<file path="src/rtl/collatz_sweep_if.sv">
// Bundle of the sweep engine's control and result signals.
// Handshake: start is a request that the engine accepts only while busy is
// low (and seed_count is nonzero). seed_base/seed_count are sampled on the
// accepting edge. busy then stays high until the sweep ends. done pulses for
// one cycle on normal completion, and the results are valid while done is high.
// abort is a level that the engine honours on any edge where busy is high.
interface collatz_sweep_if #(
  parameter int BITS      = 32,
  parameter int OLEN_BITS = 16,
  parameter int CNT_BITS  = 16
);
  logic                 start;
  logic                 abort;
  logic [BITS-1:0]      seed_base;
  logic [CNT_BITS-1:0]  seed_count;
  logic                 busy;
  logic                 done;
  logic [BITS-1:0]      best_seed;
  logic [OLEN_BITS-1:0] best_len;
  logic [BITS-1:0]      peak;
  logic [BITS-1:0]      peak_seed;
  logic [CNT_BITS-1:0]  ovf_count;
  logic                 overflow;

  modport master (
    output start, abort, seed_base, seed_count,
    input  busy, done, best_seed, best_len, peak, peak_seed, ovf_count, overflow
  );

  modport slave (
    input  start, abort, seed_base, seed_count,
    output busy, done, best_seed, best_len, peak, peak_seed, ovf_count, overflow
  );
endinterface

</file>
<file path="src/rtl/collatz_sweep.sv">
// Collatz range engine: walks seed_base .. seed_base+seed_count-1, one
// Collatz step per clock. It tracks the longest orbit, the highest iterate
// reached by any non-overflowed seed, and the number of seeds that overflowed.
module collatz_sweep #(
  parameter int BITS      = 32,
  parameter int OLEN_BITS = 16,
  parameter int CNT_BITS  = 16
) (
  input  logic             clk,
  input  logic             rst_n,
  collatz_sweep_if.slave   bus,
  output logic [1:0]       dbg_state
);

  typedef enum logic [1:0] {
    S_IDLE = 2'd0,
    S_LOAD = 2'd1,
    S_RUN  = 2'd2
  } state_t;

  localparam logic [BITS+1:0]      W_ONE = (BITS+2)'(1);
  localparam logic [OLEN_BITS-1:0] L_ONE = OLEN_BITS'(1);
  localparam logic [CNT_BITS-1:0]  C_ONE = CNT_BITS'(1);
  localparam logic [BITS-1:0]      S_ONE = BITS'(1);

  state_t               r_state;
  state_t               w_state_nxt;

  logic [BITS-1:0]      r_seed;
  logic [CNT_BITS-1:0]  r_remain;
  logic [BITS-1:0]      r_iter;
  logic [OLEN_BITS-1:0] r_len;
  logic [BITS-1:0]      r_lpeak;
  logic [BITS-1:0]      r_best_seed;
  logic [OLEN_BITS-1:0] r_best_len;
  logic [BITS-1:0]      r_peak;
  logic [BITS-1:0]      r_peak_seed;
  logic [CNT_BITS-1:0]  r_ovf_count;
  logic                 r_overflow;
  logic                 r_done;

  logic                 w_accept;
  logic                 w_commit;
  logic                 w_ovf_seed;
  logic                 w_step;
  logic                 w_last;
  logic                 w_at_end;
  logic                 w_len_max;
  logic                 w_step_ovf;
  logic [BITS+1:0]      w_wide;
  logic [BITS+1:0]      w_triple;
  logic [BITS+1:0]      w_next;

  // Candidate next iterate, computed two bits wider so 3n+1 cannot wrap silently.
  always_comb begin
    w_wide     = {2'b00, r_iter};
    w_triple   = w_wide + (w_wide << 1) + W_ONE;
    w_next     = r_iter[0] ? w_triple : {3'b000, r_iter[BITS-1:1]};
    w_step_ovf = |w_next[BITS+1:BITS];
    w_at_end   = (r_iter[BITS-1:1] == '0);
    w_len_max  = &r_len;
    w_last     = (r_remain == C_ONE);
  end

  // State register.
  always_ff @(posedge clk or negedge rst_n) begin
    if (!rst_n) r_state <= S_IDLE;
    else        r_state <= w_state_nxt;
  end

  // Next-state and per-cycle action decode; abort outranks everything outside IDLE.
  always_comb begin
    w_state_nxt = r_state;
    w_accept    = 1'b0;
    w_commit    = 1'b0;
    w_ovf_seed  = 1'b0;
    w_step      = 1'b0;
    case (r_state)
      S_IDLE: begin
        if (bus.start && (bus.seed_count != '0)) begin
          w_accept    = 1'b1;
          w_state_nxt = S_LOAD;
        end
      end
      S_LOAD: begin
        w_state_nxt = bus.abort ? S_IDLE : S_RUN;
      end
      S_RUN: begin
        if (bus.abort) begin
          w_state_nxt = S_IDLE;
        end else begin
          if (w_at_end)                     w_commit   = 1'b1;
          else if (w_len_max || w_step_ovf) w_ovf_seed = 1'b1;
          else                              w_step     = 1'b1;
          if (w_commit || w_ovf_seed) w_state_nxt = w_last ? S_IDLE : S_LOAD;
        end
      end
      default: w_state_nxt = S_IDLE;
    endcase
  end

  // Datapath: seed cursor, orbit walker and result registers.
  always_ff @(posedge clk or negedge rst_n) begin
    if (!rst_n) begin
      r_seed      <= '0;
      r_remain    <= '0;
      r_iter      <= '0;
      r_len       <= '0;
      r_lpeak     <= '0;
      r_best_seed <= '0;
      r_best_len  <= '0;
      r_peak      <= '0;
      r_peak_seed <= '0;
      r_ovf_count <= '0;
      r_overflow  <= 1'b0;
      r_done      <= 1'b0;
    end else begin
      r_done <= 1'b0;
      if (w_accept) begin
        r_seed      <= bus.seed_base;
        r_remain    <= bus.seed_count;
        r_best_seed <= '0;
        r_best_len  <= '0;
        r_peak      <= '0;
        r_peak_seed <= '0;
        r_ovf_count <= '0;
        r_overflow  <= 1'b0;
      end
      if (r_state == S_LOAD) begin
        r_iter  <= r_seed;
        r_len   <= '0;
        r_lpeak <= r_seed;
      end
      if (w_step) begin
        r_iter <= w_next[BITS-1:0];
        r_len  <= r_len + L_ONE;
        if (w_next[BITS-1:0] > r_lpeak) r_lpeak <= w_next[BITS-1:0];
      end
      // Strict comparisons so that ties keep the earlier seed.
      if (w_commit) begin
        if (r_len > r_best_len) begin
          r_best_len  <= r_len;
          r_best_seed <= r_seed;
        end
        if (r_lpeak > r_peak) begin
          r_peak      <= r_lpeak;
          r_peak_seed <= r_seed;
        end
      end
      if (w_ovf_seed) begin
        r_ovf_count <= r_ovf_count + C_ONE;
        r_overflow  <= 1'b1;
      end
      if (w_commit || w_ovf_seed) begin
        r_seed   <= r_seed + S_ONE;
        r_remain <= r_remain - C_ONE;
        if (w_last) r_done <= 1'b1;
      end
    end
  end

  assign bus.busy      = (r_state != S_IDLE);
  assign bus.done      = r_done;
  assign bus.best_seed = r_best_seed;
  assign bus.best_len  = r_best_len;
  assign bus.peak      = r_peak;
  assign bus.peak_seed = r_peak_seed;
  assign bus.ovf_count = r_ovf_count;
  assign bus.overflow  = r_overflow;
  assign dbg_state     = r_state;

endmodule

</file>
<file path="src/flat_wrapper.sv">
// flat-port wrapper written by rule: the top's interface ports become plain ports
module collatz_sweep_flat 
#(
  parameter int BITS      = 32,
  parameter int OLEN_BITS = 16,
  parameter int CNT_BITS  = 16
)
  (clk, rst_n, dbg_state, bus_start, bus_abort, bus_seed_base, bus_seed_count, bus_busy, bus_done, bus_best_seed, bus_best_len, bus_peak, bus_peak_seed, bus_ovf_count, bus_overflow);
  collatz_sweep_if #(.BITS(BITS), .OLEN_BITS(OLEN_BITS), .CNT_BITS(CNT_BITS)) bus_i ();
  input  logic clk;
  input  logic rst_n;
  output logic [1:0] dbg_state;
  input wire logic [$bits(bus_i.start)-1:0] bus_start;
  input wire logic [$bits(bus_i.abort)-1:0] bus_abort;
  input wire logic [$bits(bus_i.seed_base)-1:0] bus_seed_base;
  input wire logic [$bits(bus_i.seed_count)-1:0] bus_seed_count;
  output wire logic [$bits(bus_i.busy)-1:0] bus_busy;
  output wire logic [$bits(bus_i.done)-1:0] bus_done;
  output wire logic [$bits(bus_i.best_seed)-1:0] bus_best_seed;
  output wire logic [$bits(bus_i.best_len)-1:0] bus_best_len;
  output wire logic [$bits(bus_i.peak)-1:0] bus_peak;
  output wire logic [$bits(bus_i.peak_seed)-1:0] bus_peak_seed;
  output wire logic [$bits(bus_i.ovf_count)-1:0] bus_ovf_count;
  output wire logic [$bits(bus_i.overflow)-1:0] bus_overflow;
  assign bus_i.start = bus_start;
  assign bus_i.abort = bus_abort;
  assign bus_i.seed_base = bus_seed_base;
  assign bus_i.seed_count = bus_seed_count;
  assign bus_busy = bus_i.busy;
  assign bus_done = bus_i.done;
  assign bus_best_seed = bus_i.best_seed;
  assign bus_best_len = bus_i.best_len;
  assign bus_peak = bus_i.peak;
  assign bus_peak_seed = bus_i.peak_seed;
  assign bus_ovf_count = bus_i.ovf_count;
  assign bus_overflow = bus_i.overflow;
  collatz_sweep #(.BITS(BITS), .OLEN_BITS(OLEN_BITS), .CNT_BITS(CNT_BITS)) u_core (.clk(clk), .rst_n(rst_n), .bus(bus_i), .dbg_state(dbg_state));
endmodule
</file>
<file path="config.mk">
export PLATFORM = sky130hd
export DESIGN_NAME = collatz_sweep_flat
export DESIGN_NICKNAME = d
export VERILOG_FILES = /design/src/rtl/collatz_sweep_if.sv /design/src/rtl/collatz_sweep.sv /design/src/flat_wrapper.sv
export SDC_FILE = /design/constraint.sdc
export NUM_CORES = 1
export LEC_CHECK = 0
export CELL_PAD_IN_SITES_DETAIL_PLACEMENT = 0
export CELL_PAD_IN_SITES_GLOBAL_PLACEMENT = 2
export CORE_MARGIN = 10
export CORE_UTILIZATION = 30
export DETAILED_ROUTE_END_ITERATION = 12
export HOLD_SLACK_MARGIN = 0.05
export PLACE_DENSITY = 0.79
export RECOVER_POWER = 50
export SLEW_MARGIN = 40
export SYNTH_ARGS = -nofsm -noshare
export SYNTH_HDL_FRONTEND = slang
export SYNTH_SLANG_ARGS = --single-unit
export TNS_END_PERCENT = 100
</file>
<file path="constraint.sdc">
create_clock -name clk -period 12.5 [get_ports clk]
set_clock_uncertainty 0.15 [all_clocks]
set_input_delay 2.5 -clock clk [delete_from_list [all_inputs] [get_ports clk]]
set_output_delay 2.5 -clock clk [all_outputs]
set_load 0.03 [all_outputs]
</file>
Yosys cells after proc, flatten, opt, wreduce, memory -nomap -nowiden
Index checks and enable logic that the tools add are counted.
{ "word_totals": {"mem_bits_ro": 0, "wordCells": 94, "mem_count": 0, "out_inout_bits": 133, "inputBits": 52, "regBits": 260, "latchBits": 0, "mem_bits_rw": 0} }
{ "classes": {"shifts": 0, "n_eq_ne": 5, "n_bitwise": 0, "muxes": 53, "multipliers": 0, "reduce_logical": 14, "order_cmp": 3, "add_sub_neg": 6, "div_mod_pow": 0} }
{ "ops": {"columns": ["cell", "n"], "rows": [
  ["32-bit 2-to-1 mux", 16],
  ["16-bit 2-to-1 mux", 9],
  ["32-bit greater-than comparator", 2],
  ["32-bit by 33-bit adder with 34-bit output", 1],
  ["34-bit by 1-bit adder with 34-bit output (second input constant)", 1],
  ["34-bit 2-to-1 mux", 1],
  ["16-bit by 1-bit adder with 16-bit output (second input constant)", 2],
  ["32-bit by 1-bit adder with 32-bit output (second input constant)", 1],
  ["31-bit logical NOT", 1],
  ["1-bit 2-to-1 mux", 22],
  ["16-bit by 1-bit equality test with 1-bit output (second input constant)", 1],
  ["16-bit greater-than comparator", 1],
  ["16-bit AND reduction", 1],
  ["16-bit nonzero test", 1],
  ["16-bit by 1-bit subtractor with 16-bit output (second input constant)", 1],
  ["2-bit 2-to-1 mux", 4],
  ["2-bit nonzero test", 4],
  ["2-bit one-hot mux with 3 select lines", 1],
  ["1-bit logical OR", 3],
  ["3-bit by 2-bit inequality test with 1-bit output (second input constant)", 1],
  ["2-bit by 1-bit equality test with 1-bit output (second input constant)", 1],
  ["2-bit equality test (second input constant)", 1],
  ["2-bit logical NOT", 1],
  ["2-bit by 1-bit inequality test with 1-bit output (second input constant)", 1],
  ["other kinds (3)", 3]
]} }

Longest topological paths before layout
Gate-level depths: netlist of the first run.
{ "logic_depth": {"depth_word": 13, "ltp_mapped": 24, "depth_no_buf": 22} }

Worst setup path after synthesis of the first run
No wires, ideal clock.
{ "synth_timing": {"path_type": "reg-to-reg", "from": "register u_core.r_iter[0]", "to": "register u_core.r_lpeak[20]", "path_slack_ns": 7.671, "setup_time_ns": 0.128, "n_path_buf": 2, "synth_period_minus_slack_ns": 4.829, "arrival_time_ns": 4.552, "required_time_ns": 12.222, "path_stages_with_launch": 23, "cell_sequence": "dfrtp_1 buf_1 inv_1 ha_1 and4b_1 and4bb_1 nand3_1 a21oi_1 o21bai_1 xnor2_1 a21oi_1 ha_1 a21o_1 a21oi_1 nor2b_1 o21ai_0 nand2b_1 a211oi_1 o32ai_1 nor4_1 nor3_4 buf_4 mux2_1"} }
{ "synth_via": {"elab_chain_cells": 10, "word_cells_on_any_way": 12, "classes_between": "2 x add/sub; 1 x order compare; 7 x mux; 2 x reduce/logical"} }
{ "synth_lines": {"columns": ["item", "line", "text"], "rows": [
  ["start, declared", "collatz_sweep.sv:31", "logic [BITS-1:0] r_iter;"],
  ["start signal, assigned", "collatz_sweep.sv:130", "r_iter <= r_seed;"],
  ["start signal, assigned", "collatz_sweep.sv:135", "r_iter <= w_next[BITS-1:0];"],
  ["32-bit by 33-bit adder with 34-bit output", "collatz_sweep.sv:57", "w_triple = w_wide + (w_wide << 1) + W_ONE;"],
  ["34-bit by 1-bit adder with 34-bit output", "collatz_sweep.sv:57", null],
  ["34-bit 2-to-1 mux *", "collatz_sweep.sv:58", "w_next = r_iter[0] ? w_triple : {3'b000, r_iter[BITS-1:1]};"],
  ["branches (longest 6 deep; another with 32-bit greater-than comparator)", null, null],
  ["32-bit 2-to-1 mux *", "collatz_sweep.sv:134", "if (w_step) begin"],
  ["end signal, assigned", "collatz_sweep.sv:132", "r_lpeak <= r_seed;"],
  ["end signal, assigned", "collatz_sweep.sv:137", "if (w_next[BITS-1:0] > r_lpeak) r_lpeak <= w_next[BITS-1:0];"],
  ["end, declared", "collatz_sweep.sv:33", "logic [BITS-1:0] r_lpeak;"]
]} }
Mark *: on every way between the ends.
A chain may end at the register's enable or synchronous reset.

==> results of run 1 <==
==> state kept, by name, indices dropped and copies added (netlist names), 32 cells and up <==
signal and flops:
u_core.bus.best_seed 32, u_core.bus.peak 32, u_core.bus.peak_seed 32, u_core.r_iter 32, u_core.r_lpeak 32, u_core.r_seed 32
==> power groups by stage <==
stage / clock network, W / registers [W] / logic [W]
finish: 0.00103 / 0.00134 / 0.00250
global route: 0.00109 / 0.00138 / 0.00281
CTS: 0.00105 / 0.00135 / 0.00250
detailed placement: 0 / 0.00136 / 0.00249
global placement: 0 / 0.00135 / 0.00248
floorplan: 0 / 0.00120 / 0.00187
==> cells in the mapped netlist, types with 7 or more instances <==
library cell | n | area share, %
o21ai_0 | 134 | 4.0
ha_1 | 134 | 10
a211oi_1 | 8 | 0.36
buf_4 | 12 | 0.54
nand2b_1 | 22 | 0.82
clkbuf_1 | 62 | 1.4
mux2i_1 | 118 | 7.0
mux2_1 | 7 | 0.47
dfrtp_1 | 260 | 39
o31ai_1 | 24 | 1.1
o21a_1 | 13 | 0.58
inv_1 | 188 | 4.2
or3_1 | 11 | 0.41
a31oi_1 | 11 | 0.41
a221o_1 | 39 | 2.3
nor3b_1 | 12 | 0.54
buf_2 | 19 | 0.57
and3_1 | 34 | 1.3
nor4_1 | 17 | 0.63
nor2_1 | 94 | 2.1
nor3_1 | 22 | 0.66
a21oi_1 | 125 | 3.7
nand2_1 | 216 | 4.8
and2_1 | 30 | 1.1
a21o_1 | 32 | 1.4
nand3_1 | 66 | 2.0
xnor2_1 | 17 | 0.89
nor2b_1 | 18 | 0.67
xor2_1 | 11 | 0.57
a211o_1 | 8 | 0.42
o211ai_1 | 9 | 0.40
nand4_1 | 33 | 1.2
==> kinds of logic (layout without fill, tap and decap cells) <==
kind of cell	after synthesis	in the layout	share of synthesized area (%)
AND/OR/NAND/NOR	602	602	17.8
XOR/XNOR	29	29	1.56
adder cells (fa/ha/maj)	135	135	10.1
multiplexers	128	128	7.72
buffers and inverters	288	449	6.95
AO/OA/AOI/OAI	446	446	17.0
flip-flops	260	260	38.8
==> area by class of cell <==
| type | instances | share of cell area, % |
|---|---|---|
| multi-input combinational | 1340 | 44.7 |
| inverter | 189 | 3.47 |
| clock inverter | 7 | 0.527 |
| tap | 748 | 4.58 |
| timing repair buffer | 200 | 9.65 |
| clock buffer | 53 | 5.21 |
| sequential | 260 | 31.9 |
==> metal layers <==
| layer | up-vias | share of wire [%] | global-route usage (%) |
|---|---|---|---|
| li1 | 6938 | - | - |
| met1 | 7072 | 45 | 22.5 |
| met2 | 368 | 47 | 27.5 |
| met3 | 66 | 5.2 | 3.11 |
| met4 | 2 | 2.5 | 4.93 |
| met5 | - | 0.012 | 0 |
==> metrics by stage <==
stage	power, W	hold slack, ns	cells	utilization (%)	instance area (sq um)
final	0.00487	0.319	2797	37.0	20400
after detailed placement	0.00385	0.309	2737	35.0	19300
after floorplan	0.00306	0.292	1888	-	16800
after CTS	0.00490	0.322	2797	37.1	20500
after global placement	0.00383	0.306	2735	34.9	19200
after global routing	0.00527	0.336	2797	37.0	20400
==> final timing paths <==
check                           depth (start not counted)  slack, ns                               to                       startpoint
worst max-delay path                                    2       5.13  u_core.r_remain[15]$_DFFE_PN0P_                            rst_n
worst min-delay path                                    1       0.32  u_core.r_remain[14]$_DFFE_PN0P_  u_core.r_remain[14]$_DFFE_PN0P_
worst max register to register                         23       6.46      u_core.r_lpeak[3]$_DFF_PN0_     u_core.r_iter[0]$_DFFE_PN0P_
worst min register to register                          1       0.32  u_core.r_remain[14]$_DFFE_PN0P_  u_core.r_remain[14]$_DFFE_PN0P_
max in group clk                                       23       6.46      u_core.r_lpeak[3]$_DFF_PN0_     u_core.r_iter[0]$_DFFE_PN0P_
min in group asynchronous                               1       2.70     u_core.bus.peak[8]$_DFF_PN0_                            rst_n
==> layout by cell type (no fill, tap or decap), types with 21 or more instances in the layout <==
cell             Yosys  final
nand2_1            216    215
dfrtp_1            260    260
and3_1              34     33
o21ai_0            134    134
o31ai_1             24     24
and2_1              30     30
nor3_1              22     22
dlygate4sd3_1        0     66
nor2_1              94     94
a21o_1              32     32
ha_1               134    134
a221o_1             39     39
inv_1              188    188
a21oi_1            125    125
nand4_1             33     33
clkdlybuf4s50_1      0    117
mux2i_1            118    118
nand3_1             66     65
nand2b_1            22     21
clkbuf_16            0     35
==> results.txt, run 1 <==
* Share of power burned in registers: roughly 28%
* Crit path launch type: input port
* Critical path buffers and inverters: 2
* Detailed-route via count: ~14000
- Dividing the detail-routed wire length by the instance count gives 20.2 um.
- The number of gates resized after CTS was 0.
- Among all stages on the critical path, the largest delay is contributed by clkbuf_1.
- Number of buffers inserted by post-CTS setup repair: 0
* Maximum vdd ir drop: between 0.1 and 0.15 mV
* Worst-path fanout max: slightly above 60
- For the worst setup path, the data arrival time is 7.09 ns.
- At the end of the flow, the number of nets in the layout was roughly 2200.
* Number of antenna violations at the first check in global routing: 2
* IO Port Bufs: about 180
* Worst-skew pair later-pin latency: about 0.55 ns
* Post-DR vias/cell: slightly above 5
* Final slew viol count: approximately 170
- Summing all multi-input logic gate instances after layout gives 9130 sq um.
* Synth-to-layout area growth: 21.9%
- TritonCTS built the clock tree.
* Worst path top cell family by delay: buffers and inverters
* Internal Power: between 0.002 and 0.003 W
* Die W: ~260 um
* Routability-driven placement congestion ratio: 0.885
* Initial Utilization: a little under a third
- Warnings, synthesis: 0
- Count of fill cells added during filler insertion: around 5600
* Nature of the critical path endpoint: async pin
- In the final layout, the share of cells above drive strength 1 is ~4.8%.
- Kind of path behind the tightest hold check: flop to flop
- Hold-fix buffer count after cts: 0
- Placement Rows: 86
- Measured against its own limit, the worst slew margin works out to -132%.
- Overall routed net length: 56600 um
* Sequence of cells on the critical path: clkbuf_1 -> clkbuf_1
* Number of clock buffers inserted by TritonCTS: 34
- Slew of the pin with the lowest slew margin: about 3.5 ns
* Result of the run: finished with violations
* Count of antenna diodes in the layout: 0
- Vias in the first global route: ~14000
- In this run the mean area of a mapped cell was 8.88 sq um.
- Root buf cell: clkbuf_16
- Drc violations: 0
- Final setup vio count: 0
- Maximum number of pins on one net before global-route repair: 95
- Largest stage delay, worst path: 2.57 ns
- In this design, the critical path's most frequently occurring cell is clkbuf_1.
* Net switching power of the design: 0.00224 W
- Min cycle time layout: between 7 and 8 ns
* Crit path required time: around 12 ns
- Violations in the final reports: max-capacitance violations, max-slew violations
- Of the total power, the share spent switching nets is about 46%.
* Total grt overflow: 0
- In the global route stage, overall resource usage came out at roughly 17%.
- The first global-routing pass estimated between 80000 and 90000 um of wire.
- Upper clock frequency limit: roughly 140 MHz
- At the placement stage, the worst setup path has a slack of 6.50 ns.
- Cell area after technology mapping: about 17000 sq um
* Crit path setup slack, layout: 5.13 ns
- The number of nets handed over by synthesis was slightly above 2000.
* Leakage component of the power: around 9.3 nW
* # clock sinks: 260
- Setup repair after global routing left no endpoint under its margin.
- ANT nets after route: 0
* Max Root-Sink Buffers: 3
- CTS clk-pin slew, worst paths: roughly 0.050 ns
- Number of register bits inferred by synthesis: 260
- Total Die Area: ~66000 sq um
* Number of distinct library cells after synthesis: a little under 80
- Most used flip-flop cell after synthesis: dfrtp_1
- The die is between 200 and 300 um tall.
* Type of the worst setup path: input port to async pin
- Per report_power, the combinational group accounts for between 50% and 60% of the total.
* Sequential fraction of the synthesis area: 38.8%
* Ports placed on the boundary: around 190
- Final Cycle Share: about three fifths
- Yosys mapped a number of flops with a built-in enable equal to 0.
- Power density over the cells: around 240 nW/um^2
- Max-cap violation count: 3
- Gate Count Post-Synth: roughly 1900
- The first TritonRoute pass finished after 7 iterations.
- Area inside the core boundary: 55200 sq um
- Clock network fraction of design power: a little over a fifth
* Async set or reset register ratio after synthesis: 100%
- The first routing iteration left around 1200 violations.
- Once detailed placement completed, the half-perimeter wirelength came to 42100 um.
* Final hold violation count: 0
- The H-tree generated during clock tree synthesis spans 2 levels.
* Total area of sequential cells: 6510 sq um
- Final-layout setup total negative slack: 0 ns
No activity file was read; power rests on OpenSTA's default activity.
==> run 2: changes to the inputs <==
==> constraint.sdc (replaced) <==
create_clock -name clk -period 7.34 [get_ports clk]
set_clock_uncertainty 0.15 [all_clocks]
set_input_delay 1.468 -clock clk [delete_from_list [all_inputs] [get_ports clk]]
set_output_delay 1.468 -clock clk [all_outputs]
set_load 0.03 [all_outputs]
==> results.txt, run 2 (synthesis gave the netlist of run 1 again) <==
- The run finished, with violations left.
- The checks that failed: max-capacitance violations, max-slew violations.
* Met2 Use GR: 28.0% (+0.54 points)
- The final critical path takes up 85.2% of the cycle.
- Source of the worst register-to-register timing path: u_core.r_iter[0]$_DFFE_PN0P_
* Overall routed net length: 56600 um (about the same)
- Maximum vdd ir drop: 0.152 mV (+39%)
- Routability-driven placement congestion ratio: 0.885 (about the same)
* First-pass detailed-route iteration total: 7 (unchanged)
- Number of nets in the layout: 2210 (-0.090%)
- The vertical die dimension was 256 um (unchanged).
- Ports placed on the boundary: 185 (unchanged)
* Slew Limit Headroom: -117% (+16 points)
- After global routing, the most crowded layer is met2.
- The number of global-route vias before repair was 14400 (+0.58%).
- The proportion of layout cells with a drive suffix above 1 is 4.70% (-0.084 points).
- The initial core utilization came to 30.4% (unchanged).
- In this run the worst hold path is classified as flop to flop.
- The number of H-tree levels is 1 (-1).
* Area inside the core boundary: 55200 sq um (unchanged)
- In the layout the commonest cells are dfrtp_1 (260), nand2_1 (215), inv_1 (188).
- The signal arrival time at the worst endpoint is 6.55 ns (-0.54 ns).
- Max Root-Sink Buffers: 3 (unchanged)
* Detailed-route via count: 14400 (-0.35%)
* Drc violations: 0 (unchanged)
- The maximum fanout along the worst path came to 25 (-59%).
- The die outline area is 65700 sq um (unchanged).
- Resize count post-CTS: 0 (unchanged)
- Worst Reg2Reg Path Length in Cells: 21 (-8.7%)
* Fraction of met3 tracks used by global routing: 2.68% (-0.43 points)
- The number of setup violations in the final report came to 0 (unchanged).
- The maximum number of pins on one net before global-route repair came to 109 (+15%).
- The power per standard cell area was 397 nW/um^2 (+67%).
- Critical path buffers and inverters: 3 (+1)
* ANT nets after route: 0 (unchanged)
- Root buf cell: clkbuf_16
* Most frequent standard cell in the layout excluding fill and tap cells: dfrtp_1
- CTS clk-pin slew, worst paths: 0.06 ns (about the same)
- The worst setup path is launched from a flop.
- By instance count, the cell type seen most on the critical path is a21oi_1.
- The worst setup path is captured at a flop.
- The transition time at the pin with the least slew margin is 3.25 ns (-0.234 ns).
- First-pass GRT wire length: 88500 um (-0.25%)
- Number of antenna violations at the first check in global routing: 1 (-1)
- The average detailed-routed wire length per instance came to 20.3 um (+0.18%).
- Number of clock buffers inserted by TritonCTS: 30 (-12%)
- Largest stage delay, worst path: 0.60 ns (-1.97 ns)
* Count of fill cells added during filler insertion: 5615 (+0.32%)
- 1st-iter DRT viols: 1078 (-9.2%)
- Post-DR vias/cell: 5.16 (-0.17%)
- Minimum setup slack among reg-to-reg paths: 1.09 ns (-5.37 ns)
- Type of the worst setup path: flop to flop
- The slowest stage of the critical path is the nor3_4 cell.
- The number of max-slew violations in the final report was 203 (+19%).
* Worst-skew pair later-pin latency: 0.57 ns (+0.02 ns)
- IO Port Bufs: 184 (unchanged)
* Post-detailed-placement half-perimeter wirelength: 42400 um (+0.78%)
- Unrepaired setup endpoints after global routing: false
* Start point of the critical path: u_core.r_iter[0]$_DFFE_PN0P_
- Upper clock frequency limit: between 150 and 200 MHz
- Final-layout setup total negative slack: 0 ns (unchanged)
* Crit path setup slack, layout: 1.09 ns (-4.04 ns)
- The die outline width came to 256 um (unchanged).
- The final design utilization came to 36.6% (-0.36 points).
* Worst Hold Slack: 0.332 ns (+0.0135 ns)
- The data required time at the worst endpoint was 7.64 ns (-4.58 ns).
- Placement Rows: 86 (unchanged)
- Min cycle time layout: about 6.3 ns
- TritonCTS built the clock tree.
* Worst Setup EP: u_core.r_lpeak[1]$_DFF_PN0_
* Total grt overflow: 0 (unchanged)
- The number of sinks on the clock net came to 260 (unchanged).
- The placement-stage worst setup slack came to 1.11 ns (-5.38 ns).
- Hold-fix buffer count after cts: 0 (unchanged)
- Crit. path cell count: 21 (+19)
- Synth-to-layout area growth: 20.7%
* Sequence of cells on the critical path: buf_4 -> fa_1 -> a211oi_1 -> o211ai_1 -> a21oi_1 -> o21ai_0 -> a21oi_1 -> o21ai_0 -> xor2_1 -> mux2i_1 -> inv_1 -> ha_1 -> nand4_1 -> nor2_1 -> nand2_1 -> or3_1 -> a21oi_1 -> nor4_1 -> nor3_4 -> buf_4 -> mux2_2
- The kind of cell with the highest combined delay along the critical path is compound AO/OA/AOI/OAI gates.
* Overall Global Routing Usage: 16.8% (-0.12 points)
- The final count of hold timing violations is 0 (unchanged).
- Leakage component of the power: 9.23 nW (-0.92%)
- Max-cap violation count: 3 (unchanged)
* Met1 track demand over resource in global routing: 22.3% (-0.27 points)
- Number of buffers inserted by post-CTS setup repair: 0 (unchanged)
- Terminus of the critical flop-to-flop path: u_core.r_lpeak[1]$_DFF_PN0_
## run 2: changes by cell type in the layout (fill, tap and decap cells not counted), sizes merged
cell,previous run,this run
clkbuf,56,46
clkinv,5,9
buf,14,16
bufinv,2,0
diode,0,1
## run 2: layer usage
layer  up-vias  routed length, um
met5         -                 13
met4         2               1220
met3        60               2590
met2       318              26700
met1      7086              26100
li1       6930                  -
## run 2: layout make-up
| class | instances | area, sq um | area share, % |
|---|---|---|---|
| Timing Repair Buffer | 202 | 1980 | 9.81 |
| Inverter | 189 | 709 | 3.51 |
| Antenna cell | 1 | 2.50 | 0.0124 |
| Multi-Input combinational cell | 1340 | 9140 | 45.2 |
| Clock buffer | 43 | 901 | 4.45 |
| Tap cell | 748 | 936 | 4.63 |
| Clock inverter | 9 | 48.8 | 0.241 |
| Sequential cell | 260 | 6510 | 32.2 |
## run 2: through the flow
step	instances	area [sq um]	total power [W]
finish	2792	20200	0.00803
global route	2791	20200	0.00874
CTS	2789	20200	0.00808
detailed placement	2737	19300	0.00657
global placement	2737	19300	0.00655
floorplan	1888	16800	0.00522
## run 2: power by group
part	switching, W	internal [W]
Clock	0.000628	0.000844
Sequential	0.000544	0.00175
Combinational	0.00260	0.00167
## run 2: worst min-delay path by stage
stage	from	to	slack (ns)	depth (start not counted)
global route	u_core.r_remain[14]$_DFFE_PN0P_	u_core.r_remain[14]$_DFFE_PN0P_	0.35	1
finish	u_core.r_remain[14]$_DFFE_PN0P_	u_core.r_remain[14]$_DFFE_PN0P_	0.33	1
floorplan	u_core.r_remain[14]$_DFFE_PN0P_	u_core.r_remain[14]$_DFFE_PN0P_	0.29	1
detailed placement	u_core.r_remain[14]$_DFFE_PN0P_	u_core.r_remain[14]$_DFFE_PN0P_	0.32	1
global placement	u_core.r_remain[14]$_DFFE_PN0P_	u_core.r_remain[14]$_DFFE_PN0P_	0.31	1
CTS	u_core.r_remain[14]$_DFFE_PN0P_	u_core.r_remain[14]$_DFFE_PN0P_	0.33	1
==> run 3: changes to the inputs <==
--- a/config.mk
+++ b/config.mk
@@ -10,10 +10,9 @@
 export CORE_MARGIN = 10
 export CORE_UTILIZATION = 30
 export DETAILED_ROUTE_END_ITERATION = 12
-export HOLD_SLACK_MARGIN = 0.05
+export HOLD_SLACK_MARGIN = 0.06
 export PLACE_DENSITY = 0.79
 export RECOVER_POWER = 50
-export SLEW_MARGIN = 40
 export SYNTH_ARGS = -nofsm -noshare
 export SYNTH_HDL_FRONTEND = slang
 export SYNTH_SLANG_ARGS = --single-unit
==> results.txt, run 3 (synthesis gave the netlist of run 1 again) <==
- The I/O pin count came to 185 (unchanged).
- The power per standard cell area was 400 nW/um^2 (+0.82%).
* Worst-path fanout max: 25 (unchanged)
- Area inside the core boundary: 55200 sq um (unchanged)
- The layout filler cell count came to 5614 (-0.018%).
- The quantity of hold-fixing buffers added after cts was 0 (unchanged).
* Type of the worst setup path: flop to flop
- The post-CTS resize count came to 0 (unchanged).
- The count of maximum capacitance violations is 1 (-2).
* Fraction of final layout cells sized beyond drive strength 1: 4.65% (-0.053 points)
- Design Power: 0.00812 W (+1.1%)
* Total grt overflow: 0 (unchanged)
* Slew of the pin with the lowest slew margin: 5.12 ns (+1.87 ns)
- Crit path setup slack, layout: 1.06 ns (-0.0305 ns)
- Total Die Area: 65700 sq um (unchanged)
- The sum of negative setup slack came to 0 ns (unchanged).
* Crit path launch type: flop
* Crit path required time: 7.64 ns (about the same)
- CTS clk-pin slew, worst paths: 0.06 ns (about the same)
- The initial core utilization was 30.4% (unchanged).
- Final Cycle Share: 85.6% (+0.42 points)
* Root buf cell: clkbuf_16
- Number of clock buffers inserted by TritonCTS: 31 (+3.3%)
* Most frequent standard cell in the layout excluding fill and tap cells: dfrtp_1
* # clock sinks: 260 (unchanged)
- The iteration count of the initial detailed-routing pass was 5 (-2).
- The final count of hold timing violations was 0 (unchanged).
* DP Cell Count: 2737 (unchanged)
* Data arrival, critical path: 6.58 ns (+0.03 ns)
* Final slew viol count: 92 (-55%)
* Leakage component of the power: 9.24 nW (+0.13%)
- Routability-driven placement congestion ratio: 0.885 (unchanged)
- Final setup vio count: 0 (unchanged)
- Placement Rows: 86 (unchanged)
* Kind of path behind the tightest hold check: flop to flop
* Max Root-Sink Buffers: 3 (unchanged)
- The checks that failed: max-capacitance violations, max-slew violations.
* Critical path's slowest cell: nor3_4
* First-pass GRT wire length: 88700 um (+0.13%)
- Result of the run: finished with violations
- The placed wire-length estimate after detailed placement is 42400 um (about the same).
- The number of buffers inserted to repair setup after CTS is 0 (unchanged).
- The count of routing violations after the opening detailed-route iteration was 1051 (-2.5%).
- H-tree depth: 1 (unchanged)
- ANT nets after route: 0 (unchanged)
- Dpl ws: 1.12 ns (+0.00114 ns)
- Min cycle time layout: 6.28 ns (+0.0305 ns)
* Min-Delay Path Depth: 2 (+1)
* Detailed-route via count: 14400 (-0.26%)
- Upper clock frequency limit: 159 MHz (-0.49%)
* IO Port Bufs: 184 (unchanged)
- Overall Global Routing Usage: 16.8% (-0.039 points)
- From synthesis to final layout, the design area changed by 21.0%.
- The biggest cell delay along the critical path is 0.60 ns (about the same).
- Drc violations: 0 (unchanged)
* Number of nets in the layout: 2209 (-0.045%)
- The post-route non-filler standard cell count is 2794 (+0.072%).
- Critical path's most frequent cell: a21oi_1
- The average detailed-routed wire length per instance came to 20.2 um (about the same).
* Post-DR vias/cell: 5.14 (-0.34%)
- The number of global-route vias before repair is 14300 (-0.33%).
- The vertical die dimension is 256 um (unchanged).
* Final std cell area, no fill: 20300 sq um (+0.28%)
- Die W: 256 um (unchanged)
- The worst reg-to-reg path cell count is 21 (unchanged).
- Maximum vdd ir drop: 0.221 mV (+45%)
- The signal on the critical path passes through buf_4 -> fa_1 -> a211oi_1 -> o211ai_1 -> a21oi_1 -> o21ai_0 -> a21oi_1 -> o21ai_0 -> xor2_1 -> mux2i_1 -> inv_1 -> ha_1 -> nand4_1 -> nor2_1 -> nand2_1 -> or3_1 -> a21oi_1 -> nor4_1 -> nor3_4 -> buf_4 -> mux2_2.
* Overall routed net length: 56600 um (about the same)
- Unrepaired setup endpoints after global routing: false
* Number of antenna violations at the first check in global routing: 1 (unchanged)
- Maximum number of pins on one net before global-route repair: 109 (unchanged)
- The worst setup path is captured at a flop.
- The clock latency at the later pin of the worst-skew pair was 0.58 ns (about the same).
- Total placed instance area: 19300 sq um (about the same)
- The library cells used most frequently in the layout, excluding fill and tap cells, are dfrtp_1 (260), nand2_1 (216), inv_1 (188).
- The headroom to the max-slew limit was -241% (-120 points).
- CTS tree: built
==> run 3: worst paths after layout <==
check / startpoint / to / slack (ns)
setup reg to reg: u_core.r_iter[0]$_DFFE_PN0P_ / u_core.r_lpeak[1]$_DFF_PN0_ / 1.06
hold / removal: u_core.bus.overflow$_DFFE_PN0P_ / u_core.bus.overflow$_DFFE_PN0P_ / 0.32
max in group asynchronous: rst_n / u_core.r_remain[4]$_DFFE_PN0P_ / 1.54
setup / recovery: u_core.r_iter[0]$_DFFE_PN0P_ / u_core.r_lpeak[1]$_DFF_PN0_ / 1.06
min in group asynchronous: rst_n / u_core.bus.peak_seed[6]$_DFF_PN0_ / 2.61
hold reg to reg: u_core.bus.overflow$_DFFE_PN0P_ / u_core.bus.overflow$_DFFE_PN0P_ / 0.32
==> run 3: area by class of cell <==
| cell class | count | area [sq um] | area share, % |
|---|---|---|---|
| repair buffers | 200 | 1970 | 9.70 |
| clock inverters | 10 | 108 | 0.531 |
| clock buffers | 46 | 922 | 4.55 |
| inverters | 189 | 709 | 3.50 |
| multi-input cells | 1340 | 9130 | 45.0 |
| well taps | 748 | 936 | 4.61 |
| flip-flops and latches | 260 | 6510 | 32.1 |
| diodes | 1 | 2.50 | 0.0123 |
==> run 3: power by group <==
part	total, W	switching [W]	internal, W	leakage, nW
sequential	0.00229	0.000545	0.00175	3.46
clock	0.00157	0.000637	0.000931	0.502
combinational	0.00426	0.00260	0.00166	5.28
==> run 3: through the flow <==
| step | hold WS [ns] | util [%] |
|---|---|---|
| after global placement | 0.307 | 34.9 |
| final | 0.324 | 36.7 |
| after detailed placement | 0.317 | 34.9 |
| after global routing | 0.349 | 36.7 |
| after floorplan | 0.292 | - |
| after CTS | 0.331 | 36.8 |
==> run 3: critical path, delay by kind of cell (launching register included) <==
family	cells	cell delay, ns
AO/OA/AOI/OAI	7	1.71
XOR/XNOR	1	0.17
adder cells (fa/ha/maj)	2	0.79
buffers and inverters	3	0.80
flip-flops	1	0.37
multiplexers	2	0.62
AND/OR/NAND/NOR	6	1.51
==> run 3: metal layers <==
metal	vias to the layer above	track usage, %	part of all wire (%)
li1	6921	-	-
met1	7056	22.6	47
met2	309	28.1	47
met3	70	1.88	3.8
met4	2	4.16	2.1
met5	-	0	0.023
